<file path="config.mk">
export PLATFORM = sky130hd
export DESIGN_NAME = ternary_coeff_streamer
export DESIGN_NICKNAME = d
export VERILOG_FILES = /design/src/rtl/ternary_coeff_streamer.sv
export SDC_FILE = /design/constraint.sdc
export NUM_CORES = 2
export LEC_CHECK = 0
export BUFFER_PORTS_ARGS = -buffer_cell sky130_fd_sc_hd__buf_2
export CORE_AREA = 2 2 551 553
export DETAILED_ROUTE_END_ITERATION = 10
export DIE_AREA = 0 0 553 555
export GPL_ROUTABILITY_DRIVEN = 0
export GPL_TIMING_DRIVEN = 0
export SLEW_MARGIN = 20
export SYNTH_ARGS = -nofsm -noshare
export SYNTH_HDL_FRONTEND = slang
export SYNTH_SLANG_ARGS = --single-unit
</file>
<file path="constraint.sdc">
create_clock -name clk -period 51.9 [get_ports clk]
set_clock_uncertainty 0.05 [all_clocks]
set_input_delay 2.595 -clock clk [delete_from_list [all_inputs] [get_ports clk]]
set_output_delay 2.595 -clock clk [all_outputs]
set_load 0.03 [all_outputs]
</file>
<file path="src/rtl/ternary_coeff_streamer.sv">
// Captures a packed ternary polynomial, arms the multiplier, then streams one 2-bit coefficient per clock.
// Optional illegal-code checking is enabled by defining STREAM_ERR_CHECK_EN.
`default_nettype none

module ternary_coeff_streamer #(
  parameter int NUM_N              = 701,
  parameter int NUM_WIDTH_LENGTH_R = 2,
  parameter int DRAIN_CYCLES       = 2
) (
  input  logic                                clk,
  input  logic                                rst,
  input  logic                                start,
  input  logic [NUM_N*NUM_WIDTH_LENGTH_R-1:0] r_in,
  output logic                                busy,
  output logic                                mul_en,
  output logic [1:0]                          rin,
  output logic                                rin_valid,
  output logic                                done,
  output logic                                err
);

  localparam int CW = $clog2(NUM_N + 1);
  localparam int DW = $clog2(DRAIN_CYCLES + 1);
  localparam int RW = NUM_N * NUM_WIDTH_LENGTH_R;
  localparam logic [CW-1:0] CNT_LAST   = CW'(NUM_N - 1);
  localparam logic [DW-1:0] DRAIN_LAST = DW'(DRAIN_CYCLES - 1);

  typedef enum logic [2:0] {
    S_IDLE   = 3'd0,
    S_ARM    = 3'd1,
    S_STREAM = 3'd2,
    S_DRAIN  = 3'd3,
    S_DONE   = 3'd4
  } state_t;

  state_t          state_q, state_d;
  logic [CW-1:0]   cnt_q, cnt_d;
  logic [DW-1:0]   drain_q, drain_d;
  logic [RW-1:0]   sreg_q, sreg_d;
  logic            busy_q, busy_d;
  logic            mul_en_q, mul_en_d;
  logic [1:0]      rin_q, rin_d;
  logic            rin_valid_q, rin_valid_d;
  logic            done_q, done_d;
  logic [1:0]      coef;
  logic [1:0]      coef_out;
  logic            accept;

  assign coef   = sreg_q[1:0];
  assign accept = (state_q == S_IDLE) && start;

  always_comb begin
    state_d = state_q;
    cnt_d   = cnt_q;
    drain_d = drain_q;
    sreg_d  = sreg_q;
    case (state_q)
      S_IDLE: begin
        if (start) begin
          state_d = S_ARM;
          sreg_d  = r_in;
        end
      end
      S_ARM: begin
        state_d = S_STREAM;
        cnt_d   = '0;
      end
      S_STREAM: begin
        cnt_d = cnt_q + 1'b1;
        if (cnt_q == CNT_LAST) begin
          state_d = S_DRAIN;
          drain_d = '0;
        end
      end
      S_DRAIN: begin
        if (drain_q == DRAIN_LAST) state_d = S_DONE;
        else                       drain_d = drain_q + 1'b1;
      end
      S_DONE:  state_d = S_IDLE;
      default: state_d = S_IDLE;
    endcase
    // Outputs are registered from the next state, so the shift that feeds
    // coefficient k happens on the edge that enters STREAM cycle k.
    if (state_d == S_STREAM) sreg_d = sreg_q >> NUM_WIDTH_LENGTH_R;
  end

`ifdef STREAM_ERR_CHECK_EN
  logic ill_q, ill_d;
  logic err_q, err_d;

  assign coef_out = (coef == 2'b10) ? 2'b00 : coef;

  always_comb begin
    ill_d = (state_d == S_STREAM) && (coef == 2'b10);
    err_d = accept ? 1'b0 : (err_q | ill_q);
  end

  always_ff @(posedge clk or posedge rst) begin
    if (rst) begin
      ill_q <= 1'b0;
      err_q <= 1'b0;
    end else begin
      ill_q <= ill_d;
      err_q <= err_d;
    end
  end

  assign err = err_q;
`else
  assign coef_out = coef;
  assign err      = 1'b0;
`endif

  always_comb begin
    busy_d      = (state_d != S_IDLE);
    mul_en_d    = (state_d == S_ARM);
    done_d      = (state_d == S_DONE);
    rin_valid_d = (state_d == S_STREAM);
    rin_d       = rin_valid_d ? coef_out : 2'b00;
  end

  always_ff @(posedge clk or posedge rst) begin
    if (rst) begin
      state_q     <= S_IDLE;
      cnt_q       <= '0;
      drain_q     <= '0;
      sreg_q      <= '0;
      busy_q      <= 1'b0;
      mul_en_q    <= 1'b0;
      rin_q       <= 2'b00;
      rin_valid_q <= 1'b0;
      done_q      <= 1'b0;
    end else begin
      state_q     <= state_d;
      cnt_q       <= cnt_d;
      drain_q     <= drain_d;
      sreg_q      <= sreg_d;
      busy_q      <= busy_d;
      mul_en_q    <= mul_en_d;
      rin_q       <= rin_d;
      rin_valid_q <= rin_valid_d;
      done_q      <= done_d;
    end
  end

  assign busy      = busy_q;
  assign mul_en    = mul_en_q;
  assign rin       = rin_q;
  assign rin_valid = rin_valid_q;
  assign done      = done_q;

endmodule

`default_nettype wire

</file>
==> flow_summary.yaml <==
status:
  status: "finished, final reports clean"
route:
  ant_nets: 0
  routed_via_density: 4.676
  drc: 0
  totalWireLength_mm: 302.7
  vias: 53163
  initialDrtViolationCount: 3151
  avgRoutedWirePerCell_um: 26.62
  dr.pass1.iters: 5
sta:
  setup_viol: 0
  slew_violations: 0
  fin_crit_sh_pct: 10.24
  grt_setup_unrepaired: "false"
  fin_crit_ns: 5.315
  max_slew_margin_pct: 22.27
  finalHoldViolations: 0
  max_freq_ghz: 0.1882
  tns_ns: 0
  tightest_slew_ns: 1.166
clock_network:
  clk_latency_ns: 0.84
  cts_buffers: 176
  path_clk_slew_ns: 0.07
  cts-root-buf: "clkbuf_16"
  htreeDepth: 4
  postCtsHoldBufs: 0
  cts_setup_buffers: 0
  tritoncts: "built"
  cts_buffer_depth: 4
  cts_resized: 0
  cts.sinks: 1423
synth:
  synthCells: 5477
  ys_seq_elements: 1423
  synth_edf_count: 0
  synth_area_mm2: 0.07302
  syn_nets: 6885
  ys_warn_count: 0
  syn_area_per_cell_um2: 13.33
  synth.distinct_cells: 37
  synthFlopType: "dfrtp_1"
  seq_area_frac_synth_pct: 48.76
  async_reset_ff_share_pct: 100.0
floorplanning:
  ioPinCount: 1412
  start_util_pct: 24.24
  rows: 202
  core_area_mm2: 0.3013
  chipHeight_um: 555
  dieWidth_um: 553
  dieArea_mm2: 0.3069
worst_setup_path:
  required_ns: 52.63
  cp.arrival_ns: 6.04
  cp-start-kind: "input port"
  path_max_fanout: 11
  worst_setup_path_end_kind: "flop"
  worstSetupPathType: "in2reg"
global_routing:
  first_global_vias: 57038
  grt_max_degree: 105
  grt_overflow: 0
  grt_pass1_wl_mm: 421.4
  grt_usage_pct: 19.03
  grt_antenna_before_repair: 257
placed_design:
  placedInstanceArea_mm2: 0.08561
  port_buffers: 1410
  dp_hpwl_mm: 240.2
worst_hold_path:
  hp-class: "reg2reg"
finish:
  final.fill_count: 30619
  final_util_pct: 30.51
  drive_above_1_share_pct: 61.23
  design_area_mm2: 0.09191
  nNetsFinal: 8492
  area_growth_pct: 25.87
power:
  ir_drop_v: 0.00002658
  p_leak_nw: 42.55
  power_density_mw_per_mm2: 26.83
job:
  cap_violations: 0
## flip-flops by register name, summed over array words and instances (netlist names)
name       cells
rin            2
busy           1
mul_en         1
state_q        3
drain_q        2
rin_valid      1
cnt_q         10
done           1
sreg_q      1402
## final cells by class
cell class / count / area [um^2] / area share [%]
multi-input combinational: 3576 / 34930 / 38.00
sequential: 1423 / 35610 / 38.74
inverter: 7 / 36.28 / 0.03948
clock buffer: 253 / 5166 / 5.621
timing repair buffer: 1429 / 7560 / 8.225
clock inverter: 65 / 718.2 / 0.7814
antenna: 168 / 420.4 / 0.4574
buffer: 471 / 2499 / 2.718
tap: 3978 / 4977 / 5.415
## final timing paths
| check | start | end | slack [ns] | cells past startpoint |
|---|---|---|---|---|
| worst min register to register | sreg_q[669]$_DFFE_PP0P_ | sreg_q[667]$_DFFE_PP0P_ | 0.43 | 1 |
| worst max register to register | state_q[2]$_DFF_PP0_ | sreg_q[1210]$_DFFE_PP0P_ | 47.78 | 10 |
| max in group asynchronous | rst | sreg_q[464]$_DFFE_PP0P_ | 47.00 | 7 |
| worst min-delay path | sreg_q[669]$_DFFE_PP0P_ | sreg_q[667]$_DFFE_PP0P_ | 0.43 | 1 |
| min in group asynchronous | rst | sreg_q[955]$_DFFE_PP0P_ | 1.81 | 2 |
| worst max-delay path | start | sreg_q[1210]$_DFFE_PP0P_ | 46.59 | 11 |
## kinds of logic (layout without fill, tap and decap cells)
group | count (synthesis) | after routing | share of synthesized area [%]
muxes | 2109 | 2109 | 35.29
adders and majority gates | 3 | 3 | 0.05141
xor gates and xnor gates | 2 | 2 | 0.02399
buffers and inverters | 478 | 2225 | 3.418
other | 1 | 169 | 0.005135
and+or+nand+nor | 746 | 746 | 5.742
DFF | 1423 | 1423 | 48.76
AOI/OAI and AO/OA | 715 | 715 | 6.705
## routing by layer
metal / vias up / global-route usage (%) / wire length, um
li1: 23353 / - / -
met1: 27011 / 20.45 / 110400
met2: 1966 / 33.22 / 150100
met3: 667 / 5.610 / 22570
met4: 166 / 10.84 / 18550
met5: - / 0 / 1038
## report_power, final
group / switching, mW / internal, mW
sequential: 0 / 1.11
clock: 0.530 / 0.736
combinational: 0.0493 / 0.0410
total: 0.579 / 1.89
## through the flow
stage | setup slack [ns] | hold WS (ns) | instances | power (mW)
after floorplan | 9.126 | 0.3869 | 5477 | 1.150
after global placement | -8.098 | 0.4125 | 10865 | 1.221
after detailed placement | 45.63 | 0.4301 | 10884 | 1.222
after CTS | 46.58 | 0.4338 | 11202 | 2.503
after global routing | 46.57 | 0.4377 | 11295 | 2.552
final | 46.59 | 0.4288 | 11370 | 2.466
## cells in the mapped netlist, types with 4 or more instances
master | number | share of area [%]
a21oi_1 | 5 | 0.034
a31o_2 | 348 | 4.2
buf_1 | 62 | 0.32
buf_2 | 163 | 1.1
buf_6 | 65 | 1.0
clkbuf_1 | 179 | 0.92
dfrtp_1 | 1423 | 49
inv_1 | 6 | 0.031
mux2_2 | 1563 | 24
mux2_4 | 540 | 11
mux2i_1 | 5 | 0.069
nand2_1 | 364 | 1.9
nand3b_1 | 349 | 3.6
nand4_1 | 5 | 0.043
nor2_1 | 4 | 0.021
nor3_1 | 4 | 0.027
nor3b_1 | 4 | 0.041
o21ai_0 | 359 | 2.5
## worst max-delay path, cell delays in order
cell and delay [ns]:
buf_2 0.11, nand3b_1 0.09, buf_6 0.20, inv_4 0.27
buf_6 0.25, buf_2 0.28, buf_2 0.65, buf_2 0.64
nand2_1 0.38, o21ai_0 0.32, a31o_2 0.18
## cell usage in the layout, fill, tap and decap left out, types with 17 or more instances in the layout
| cell type | count |
|---|---|
| a31o_2 | 348 |
| buf_1 | 57 |
| o21ai_0 | 358 |
| diode_2 | 168 |
| buf_2 | 1578 |
| clkinv_2 | 33 |
| clkbuf_2 | 17 |
| dfrtp_1 | 1423 |
| nand2_1 | 364 |
| mux2_4 | 540 |
| clkbuf_16 | 178 |
| buf_16 | 17 |
| clkbuf_8 | 43 |
| mux2_2 | 1563 |
| buf_6 | 65 |
| nand3b_1 | 349 |
| clkbuf_1 | 193 |
Note: power is estimated with default switching activity, not from simulation.
